<file path="src/rtl/layer_seq_pkg.sv">
`default_nettype none
// ============================================================================
// Module : layer_seq_pkg
// Brief  : Shared types and helpers for the time-multiplexed dense-layer
//          sequencer: state encoding, width helpers and ReLU/requantisation.
//          Build option: LAYER_SEQ_SAT_EN selects saturating 8-bit output;
//          when undefined the result wraps to its low 8 bits.
// Rev    : 1.0  initial release
// ============================================================================
package layer_seq_pkg;

    typedef enum logic [1:0] {
        ST_LOAD = 2'd0,
        ST_MAC  = 2'd1,
        ST_EMIT = 2'd2
    } state_e;

    // $clog2 that never collapses to a zero-width vector.
    function automatic int clog2_min1(input int n);
        return (n > 1) ? $clog2(n) : 1;
    endfunction

    // Sum of N_IN 16-bit products plus an 8-bit bias cannot overflow this.
    function automatic int acc_width(input int n_in);
        return 16 + $clog2(n_in + 1) + 1;
    endfunction

    // One ROM word per weight plus one bias word per node.
    function automatic int addr_width(input int n_in, input int n_out);
        return clog2_min1(n_out * (n_in + 1));
    endfunction

    // Negative sums clamp to zero, then scale down by the requant shift.
    function automatic logic [7:0] relu_requant(input logic signed [31:0] acc,
                                                input int                 shift);
        logic signed [31:0] r;
        r = acc[31] ? 32'sd0 : (acc >>> shift);
`ifdef LAYER_SEQ_SAT_EN
        return (r > 32'sd255) ? 8'hFF : 8'(r);
`else
        return 8'(r);
`endif
    endfunction

endpackage
`default_nettype wire

</file>
<file path="src/rtl/layer_mac_unit.sv">
`default_nettype none
// ============================================================================
// Module : layer_mac_unit
// Brief  : Registered signed 8x8 multiply-accumulate with clear,
//          accumulate-product and accumulate-bias controls.
// Rev    : 1.0  initial release
// ============================================================================
module layer_mac_unit #(
    parameter int ACC_W = 20
) (
    input  logic                    clk,
    input  logic                    reset,
    input  logic                    clr_i,
    input  logic                    acc_prod_i,
    input  logic                    acc_bias_i,
    input  logic [7:0]              act_i,
    input  logic [7:0]              w_i,
    output logic signed [ACC_W-1:0] acc_o
);

    logic signed [15:0]      w_prod;
    logic signed [ACC_W-1:0] acc_q;

    assign w_prod = $signed(act_i) * $signed(w_i);
    assign acc_o  = acc_q;

    // Accumulator: clear dominates; product and bias are mutually exclusive.
    always_ff @(posedge clk) begin
        if (reset || clr_i) begin
            acc_q <= '0;
        end else if (acc_prod_i) begin
            acc_q <= acc_q + {{(ACC_W-16){w_prod[15]}}, w_prod};
        end else if (acc_bias_i) begin
            acc_q <= acc_q + {{(ACC_W-8){w_i[7]}}, w_i};
        end
    end

endmodule
`default_nettype wire

</file>
<file path="src/rtl/layer_mac_sequencer.sv">
`default_nettype none
// ============================================================================
// Module : layer_mac_sequencer
// Brief  : Shares one signed 8x8 MAC across all nodes of a dense layer.
//          Buffers an activation vector, walks the weight/bias ROM node by
//          node, applies bias + ReLU + shift and hands results downstream one
//          node per handshake.
//          Build option: LAYER_SEQ_SAT_EN saturates out_data at 255 instead
//          of wrapping to the low byte.
// Rev    : 1.0  initial release
// ============================================================================
module layer_mac_sequencer
    import layer_seq_pkg::*;
#(
    parameter  int N_IN   = 15,
    parameter  int N_OUT  = 16,
    parameter  int SHIFT  = 0,
    localparam int AW     = addr_width(N_IN, N_OUT),
    localparam int ACC_W  = acc_width(N_IN),
    localparam int NODE_W = clog2_min1(N_OUT)
) (
    input  logic              clk,
    input  logic              reset,
    input  logic              in_valid_i,
    output logic              in_ready_o,
    input  logic [7:0]        in_data_i,
    output logic              w_rd_en_o,
    output logic [AW-1:0]     w_addr_o,
    input  logic [7:0]        w_data_i,
    output logic              out_valid_o,
    input  logic              out_ready_i,
    output logic [7:0]        out_data_o,
    output logic [NODE_W-1:0] out_node_o,
    output logic              busy_o,
    output logic              layer_done_o
);

    // Counter k spans 0..N_IN+1 in MAC: N_IN+1 ROM issues then one drain.
    localparam int K_W    = clog2_min1(N_IN + 2);
    localparam int BUF_SZ = 2 ** K_W;

    state_e                  state_q, state_d;
    logic [K_W-1:0]          k_q, k_d;
    logic [NODE_W-1:0]       node_q, node_d;
    logic [AW-1:0]           base_q, base_d;
    logic                    rsp_valid_q;
    logic [K_W-1:0]          rsp_k_q;
    logic [7:0]              act_buf_q [BUF_SZ];
    logic                    act_we;
    logic                    mac_clr;
    logic                    rsp_is_bias;
    logic signed [ACC_W-1:0] acc;

    assign rsp_is_bias = (rsp_k_q == K_W'(N_IN));
    assign w_addr_o    = w_rd_en_o ? (base_q + AW'(k_q)) : '0;
    assign out_node_o  = node_q;
    assign out_data_o  = (state_q == ST_EMIT) ? relu_requant(32'(acc), SHIFT) : 8'd0;

    // Control registers; the ROM response tag trails each issue by one cycle.
    always_ff @(posedge clk) begin
        if (reset) begin
            state_q     <= ST_LOAD;
            k_q         <= '0;
            node_q      <= '0;
            base_q      <= '0;
            rsp_valid_q <= 1'b0;
            rsp_k_q     <= '0;
        end else begin
            state_q     <= state_d;
            k_q         <= k_d;
            node_q      <= node_d;
            base_q      <= base_d;
            rsp_valid_q <= w_rd_en_o;
            rsp_k_q     <= k_q;
        end
    end

    // Activation buffer write on each accepted input beat.
    always_ff @(posedge clk) begin
        if (act_we) begin
            act_buf_q[k_q] <= in_data_i;
        end
    end

    // Next-state and handshake outputs for LOAD / MAC / EMIT.
    always_comb begin
        state_d      = state_q;
        k_d          = k_q;
        node_d       = node_q;
        base_d       = base_q;
        act_we       = 1'b0;
        mac_clr      = 1'b0;
        in_ready_o   = 1'b0;
        w_rd_en_o    = 1'b0;
        out_valid_o  = 1'b0;
        busy_o       = 1'b1;
        layer_done_o = 1'b0;
        case (state_q)
            ST_LOAD: begin
                busy_o     = 1'b0;
                in_ready_o = 1'b1;
                mac_clr    = 1'b1;
                if (in_valid_i) begin
                    act_we = 1'b1;
                    if (k_q == K_W'(N_IN - 1)) begin
                        state_d = ST_MAC;
                        k_d     = '0;
                    end else begin
                        k_d = k_q + K_W'(1);
                    end
                end
            end
            ST_MAC: begin
                if (k_q <= K_W'(N_IN)) begin
                    w_rd_en_o = 1'b1;
                    k_d       = k_q + K_W'(1);
                end else begin
                    // Drain cycle: the bias response lands in the accumulator now.
                    state_d = ST_EMIT;
                    k_d     = '0;
                end
            end
            ST_EMIT: begin
                out_valid_o = 1'b1;
                if (out_ready_i) begin
                    mac_clr = 1'b1;
                    if (node_q == NODE_W'(N_OUT - 1)) begin
                        layer_done_o = 1'b1;
                        state_d      = ST_LOAD;
                        node_d       = '0;
                        base_d       = '0;
                    end else begin
                        state_d = ST_MAC;
                        node_d  = node_q + NODE_W'(1);
                        base_d  = base_q + AW'(N_IN + 1);
                    end
                end
            end
            default: begin
                state_d = ST_LOAD;
            end
        endcase
    end

    layer_mac_unit #(
        .ACC_W (ACC_W)
    ) u_mac (
        .clk        (clk),
        .reset      (reset),
        .clr_i      (mac_clr),
        .acc_prod_i (rsp_valid_q && !rsp_is_bias),
        .acc_bias_i (rsp_valid_q && rsp_is_bias),
        .act_i      (act_buf_q[rsp_k_q]),
        .w_i        (w_data_i),
        .acc_o      (acc)
    );

endmodule
`default_nettype wire

</file>
<file path="config.mk">
export PLATFORM = sky130hd
export DESIGN_NAME = layer_mac_sequencer
export DESIGN_NICKNAME = d
export VERILOG_FILES = /design/src/rtl/layer_seq_pkg.sv /design/src/rtl/layer_mac_unit.sv /design/src/rtl/layer_mac_sequencer.sv
export SDC_FILE = /design/constraint.sdc
export NUM_CORES = 1
export LEC_CHECK = 0
export ABC_AREA = 1
export BUFFER_PORTS_ARGS = -buffer_cell sky130_fd_sc_hd__buf_2
export CAP_MARGIN = 20
export CORE_MARGIN = 3
export CORE_UTILIZATION = 29
export DETAILED_ROUTE_END_ITERATION = 10
export SLEW_MARGIN = 20
export SYNTH_ARGS = -nofsm -noshare
export SYNTH_HDL_FRONTEND = slang
export SYNTH_SLANG_ARGS = --single-unit
</file>
<file path="constraint.sdc">
create_clock -name clk -period 7.8 [get_ports clk]
set_input_delay 0 -clock clk [delete_from_list [all_inputs] [get_ports clk]]
set_output_delay 0 -clock clk [all_outputs]
set_load 0.01 [all_outputs]
</file>
# Yosys cells after proc, flatten, opt, wreduce, memory -nomap -nowiden
# Memory sizes are Yosys's and may differ from the RTL's. A register that Yosys moved wholly into a read port is not among the register bits.
# Index checks and enable logic that the tools add are counted.
totals:
  register_bits: 46
  mem_bits_rw: 256
  input_bits: 20
  out_inout_bits: 25
  wordCells: 67
  memories: 1
memory_table:
  columns: ["memory", "depth", "width", "read_ports", "rd_clocked_by_memory_dff", "write_ports", "line_no", "text"]
  rows:
  - ["act_buf_q", 32, 8, 1, 1, 1, "layer_mac_sequencer.sv:48", "logic [7:0] act_buf_q [BUF_SZ];"]
op_classes:
  addsub: 6
  multipliers: 1
  n_lt_le_gt_ge: 1
  n_eq_ne: 9
  n_mux: 32
  n_reduce_logical: 10
ops:
  columns: ["operator", "n"]
  rows:
  - ["21-bit adder", 2]
  - ["21-bit 2-to-1 mux", 2]
  - ["8-bit 2-to-1 mux", 4]
  - ["5-bit 2-to-1 mux", 4]
  - ["8-bit by 8-bit multiplier with 16-bit output", 1]
  - ["1-bit 2-to-1 mux", 14]
  - ["5-bit by 4-bit equality test with 1-bit output (second input constant)", 2]
  - ["5-bit case mux with 2 select lines", 1]
  - ["8-bit by 5-bit adder with 8-bit output", 1]
  - ["8-bit by 5-bit adder with 8-bit output (second input constant)", 1]
  - ["2-bit 2-to-1 mux", 4]
  - ["2-bit inequality test (second input constant)", 4]
  - ["2-bit case mux with 3 select lines", 1]
  - ["5-bit by 1-bit adder with 5-bit output (second input constant)", 1]
  - ["5-bit by 4-bit <= comparator with 1-bit output (second input constant)", 1]
  - ["4-bit by 1-bit adder with 4-bit output (second input constant)", 1]
  - ["4-bit equality test (second input constant)", 1]
  - ["4-bit 2-to-1 mux", 1]
  - ["2-bit AND reduction", 2]
  - ["4-bit AND reduction", 1]
  - ["2-bit nonzero test", 2]
  - ["2-bit by 1-bit equality test with 1-bit output (second input constant)", 1]
  - ["2-bit equality test (second input constant)", 1]
  - ["1-bit logical AND", 2]
  - ["4 further kinds", 4]

# Longest topological paths before layout
depth:
  word_depth: 4
  mapped_depth: 44
  ltp_nobuf: 40

# Cells and area by module
# A second synthesis with hierarchy kept.
hier_totals:
  hier_cells: 1981
  hier_area_um2: 17091.4
by_module_without_submodules:
  columns: ["mod", "n_inst", "cells_each", "area_per_inst_um2", "seq_area_each_um2"]
  rows:
  - ["layer_mac_sequencer", 1, 1277, 12311.8, 8107.8]
  - ["layer_mac_unit", 1, 704, 4779.6, 420.4]

# Worst setup path after synthesis
# Ideal clock, no wire load.
synth_timing:
  path_kind: "register to register"
  start: "reg rsp_k_q[0]"
  end: "reg u_mac.acc_q[18] (netlist: u_mac.acc_o[18])"
  setup_ns: 0.115
  t_arrival_ns: 6.147
  required_time_ns: 7.685
  path_slack_ns: 1.537
  path_stages_with_launch: 40
  n_path_buf: 4
  cell_sequence: "dfxtp_1 buf_4 inv_2 buf_6 buf_6 buf_2 o21ai_0 o22ai_1 nand2_1 nand4_1 nand2_1 nor2_1 fa_1 inv_1 fa_1 inv_1 fa_1 inv_1 (+4 left out) nand2_1 nand4_1 nand3_1 nand2_1 a21boi_0 nor2_1 nand2_1 nand3_1 nand2_1 inv_1 ha_1 nand2_1 nor4_1 nand4_1 nand3_1 xor2_1 o21ai_0 inv_1"
synth_lines:
  columns: ["item", "line_no", "text"]
  rows:
  - ["start: declaration", "layer_mac_sequencer.sv:47", "logic [K_W-1:0] rsp_k_q;"]
  - ["start signal: assignment", "layer_mac_sequencer.sv:74", "rsp_k_q <= k_q;"]
  - ["end signal: assignment", "layer_mac_unit.sv:32", "acc_q <= acc_q + {{(ACC_W-16){w_prod[15]}}, w_prod};"]
  - ["end signal: assignment", "layer_mac_unit.sv:34", "acc_q <= acc_q + {{(ACC_W-8){w_i[7]}}, w_i};"]
  - ["end: declaration", "layer_mac_unit.sv:22", "logic signed [ACC_W-1:0] acc_q;"]

==> metrics.md <==
| Metric | Value |
|---|---|
| Hold depth | `1` |
| Fin crit share | `0.927` |
| Vias in the first global route | `11400` |
| Fin Clk Skew | `0.0206 ns` |
| R2r setup slk | `0.57 ns` |
| Clock root buffer | `clkbuf_16` |
| Total Routing Usage GR | `0.139` |
| Post-route setup slack | `0.567 ns` |
| Fin Setup TNS | `0 ns` |
| Crit path kind | `flop to flop` |
| Worst Reg-to-Reg Cells | `35` |
| Sequential area share after synthesis | `0.543` |
| Largest net degree at the start of global routing | `130` |
| Post-Synth Adder-Cell Area | `0.119` |
| Slowest-stage cell, CP | `fa_1` |
| Initial antenna violation count | `0` |
| Multiplexer area fraction after synthesis | `0` |
| ANT nets after route | `0` |
| Reg-to-Reg End | `u_mac.acc_o[20]` |
| HP Class | `input port to flop` |
| Max incr delay on CP | `0.55 ns` |
| Ranking of synthesized cells by area | `edfxtp_1 49%, nor2_1 7.1%, fa_1 7.1%` |
| Syn avg cell area | `10.0 um2` |
| #FFs+latches synth | `298` |
| Clk Latency, worst-skew pair | `0.59 ns` |
| Final net count | `1749` |
| CTS tree | `done` |
| Startpoint Class | `flop` |
| Routability cong. | `0.856` |
| First-pass GRT wire length | `63.0 mm` |
| Max H-tree Level | `1` |
| Core ar. | `0.0531 mm2` |
| Outcome | `finished, final reports clean` |
| Worst setup endpoint | `u_mac.acc_o[20]` |
| Tmin final | `7.23 ns` |
| CP Launch Point | `rsp_k_q[1]` |
| I/O Buffers | `44` |
| DP HPWL | `27.2 mm` |
| Critical Path RT | `8.31 ns` |
| Post-synth top area share | `0.489` |
| WP data arrival | `7.74 ns` |
| Die width | `239 um` |
| Post-Syn Instances | `1566` |
| Die H | `239 um` |
| Reg clk slew, reported paths | `0.06 ns` |
| Gr ovfl total | `0` |
| Final wirelength | `40.9 mm` |
| Vias | `11500` |
| Critical Path Fanout Max | `37` |
| Slew HR | `0.346` |
| Residual DRC | `0` |
| Site Rows | `84` |
| Initial core utilization | `0.296` |
| Worst slew pin tran | `0.978 ns` |
| Largest family of logic cells by synthesized area | `simple AND/OR/NAND/NOR gates` |
| Max cap viols | `0` |
| RSZ-0062 raised after global routing | `false` |
| Synth Net Count | `1702` |
| Synth Area in Compound Gates | `0.119` |
| CP Capture Type | `flop` |
| Synth unique cells | `42` |
| Dominant cell type by area after synthesis | `edfxtp_1` |
| Layout area overhead | `13.9%` |
| Wire per inst | `17.6 um` |
| Final setup violation count | `0` |
| Endpoints failing hold | `0` |
| I/O pins | `45` |
| Slew Viols, Final | `0` |
| Worst R2R Start | `rsp_k_q[1]` |
| Fraction of layout cells with a size suffix above 1 | `0.0794` |
| Drt via density | `4.95` |
| DR iter-0 viols | `888` |
| Synth warn | `0` |
| Post-Syn Area | `0.0157 mm2` |
| Post-Place Setup Slack | `0.361 ns` |
| Cts bufs inserted | `31` |
| Post-Synth XOR/XNOR Area | `0.0145` |
| Most frequent CP cell | `nor2_1` |
| Post-Synth Simple-Gate Area | `0.141` |
| Antenna cells | `0` |
| Fmax | `138 MHz` |
| Maximum buffer depth of the clock tree | `3` |
| Die area | `0.0570 mm2` |
| Drt first pass iters | `5` |
| CTS Sinks | `298` |
## placed cells by master (no fill, tap or decap), drive strengths merged
cell type	n
o21bai	5
nand2	171
nor4	4
a21oi	50
or2	2
xor2	16
o22ai	42
buf	59
dlygate4sd3	10
o41ai	1
clkbuf	39
ha	60
fa	56
a22oi	1
o221ai	22
xnor2	10
dfxtp	42
a31oi	3
clkinv	17
a21boi	4
nor3b	1
o31ai	1
a21o	3
a221oi	2
o211ai	12
inv	194
nand3	40
bufinv	3
clkinvlp	2
o21ai	178
nor3	6
nand4	21
edfxtp	256
nor2	304
## routing by layer
metal  track usage  vias to the layer above  wire length, um
li1              -                     5448                -
met1         0.187                     5633            18400
met2         0.235                      365            19000
met3        0.0226                       67             2550
met4        0.0356                        0              920
met5             0                        -                0
## cells in the mapped netlist, drive strengths merged
library cell / number
o211ai: 12
o21ai: 178
a21o: 3
a22oi: 1
nor4: 4
fa: 56
nand4: 21
a21oi: 50
nor3b: 1
o21bai: 5
nand2: 171
ha: 60
buf: 23
nor3: 6
dfxtp: 42
a21boi: 4
o221ai: 22
o22ai: 42
or2: 2
inv: 191
nor2: 304
clkbuf: 34
a221oi: 2
edfxtp: 256
clkinv: 5
xnor2: 10
a31oi: 3
nand3: 40
o41ai: 1
o31ai: 1
xor2: 16
## through the flow
stage                     utilization  cell area [um2]  hold WS (ns)  instances
after global routing            0.337            17900        0.0131       2325
after detailed placement        0.314            16700         0.333       2256
after CTS                       0.335            17800       0.00423       2323
after floorplan                     -            15700        0.0839       1566
after global placement          0.314            16700         0.321       2256
final                           0.337            17900        0.0127       2325
## registers in the layout, summed over array words and instances (netlist names)
signal       flops
k_q              5
u_mac.acc_o     21
rsp_k_q          5
state_q          2
rsp_valid_q      1
base_q           4
act_buf_q      256
out_node_o       4
## cell type report
| class | count | area, um2 |
|---|---|---|
| inverters | 196 | 741 |
| multi-input cells | 1015 | 6210 |
| repair buffers | 71 | 551 |
| clock inverters | 20 | 193 |
| fillers | 5316 | 35200 |
| flip-flops and latches | 298 | 8530 |
| well taps | 688 | 861 |
| clock buffers | 37 | 808 |
## kinds of logic after synthesis
logic type                 count (synthesis)
xor gates and xnor gates                  26
buffers and inverters                    253
adders and majority gates                116
and+or+nand+nor                          549
AOI/OAI and AO/OA                        324
DFF                                      298
## worst max-delay path: cells and delay by family, from the launching register on
family                     cells  cell delay (ns)
adders and majority gates      6             2.82
buffers and inverters          5             0.78
AOI/OAI and AO/OA              8             1.47
DFF                            1             0.34
xor gates and xnor gates       1             0.25
and+or+nand+nor               15             1.45
## how the worst min path moves through the flow
| stage | start | to | slack, ns |
|---|---|---|---|
| 2_1_floorplan | reset | rsp_k_q[0] | 0.08 |
| 3_3_place_gp | out_ready_i | state_q[1] | 0.32 |
| 3_5_place_dp | out_ready_i | state_q[1] | 0.33 |
| 4_1_cts | in_data_i[1] | act_buf_q[6][1] | 0.004 |
| 5_1_grt | in_data_i[1] | act_buf_q[6][1] | 0.01 |
| 6_report | in_data_i[1] | act_buf_q[5][1] | 0.01 |
## what timing repair did
| item | CTS | global route |
|---|---|---|
| endpoints found under the hold margin | 148 | 0 |
| hold buffers | 10 | 0 |
| buffers inserted | 0 | 0 |
| endpoints found under the setup margin | 0 | 6 |
| resized for setup | 0 | 13 |
Power is not shown: default switching activity piles up to over one toggle a cycle in this logic, so the estimate is an artifact.
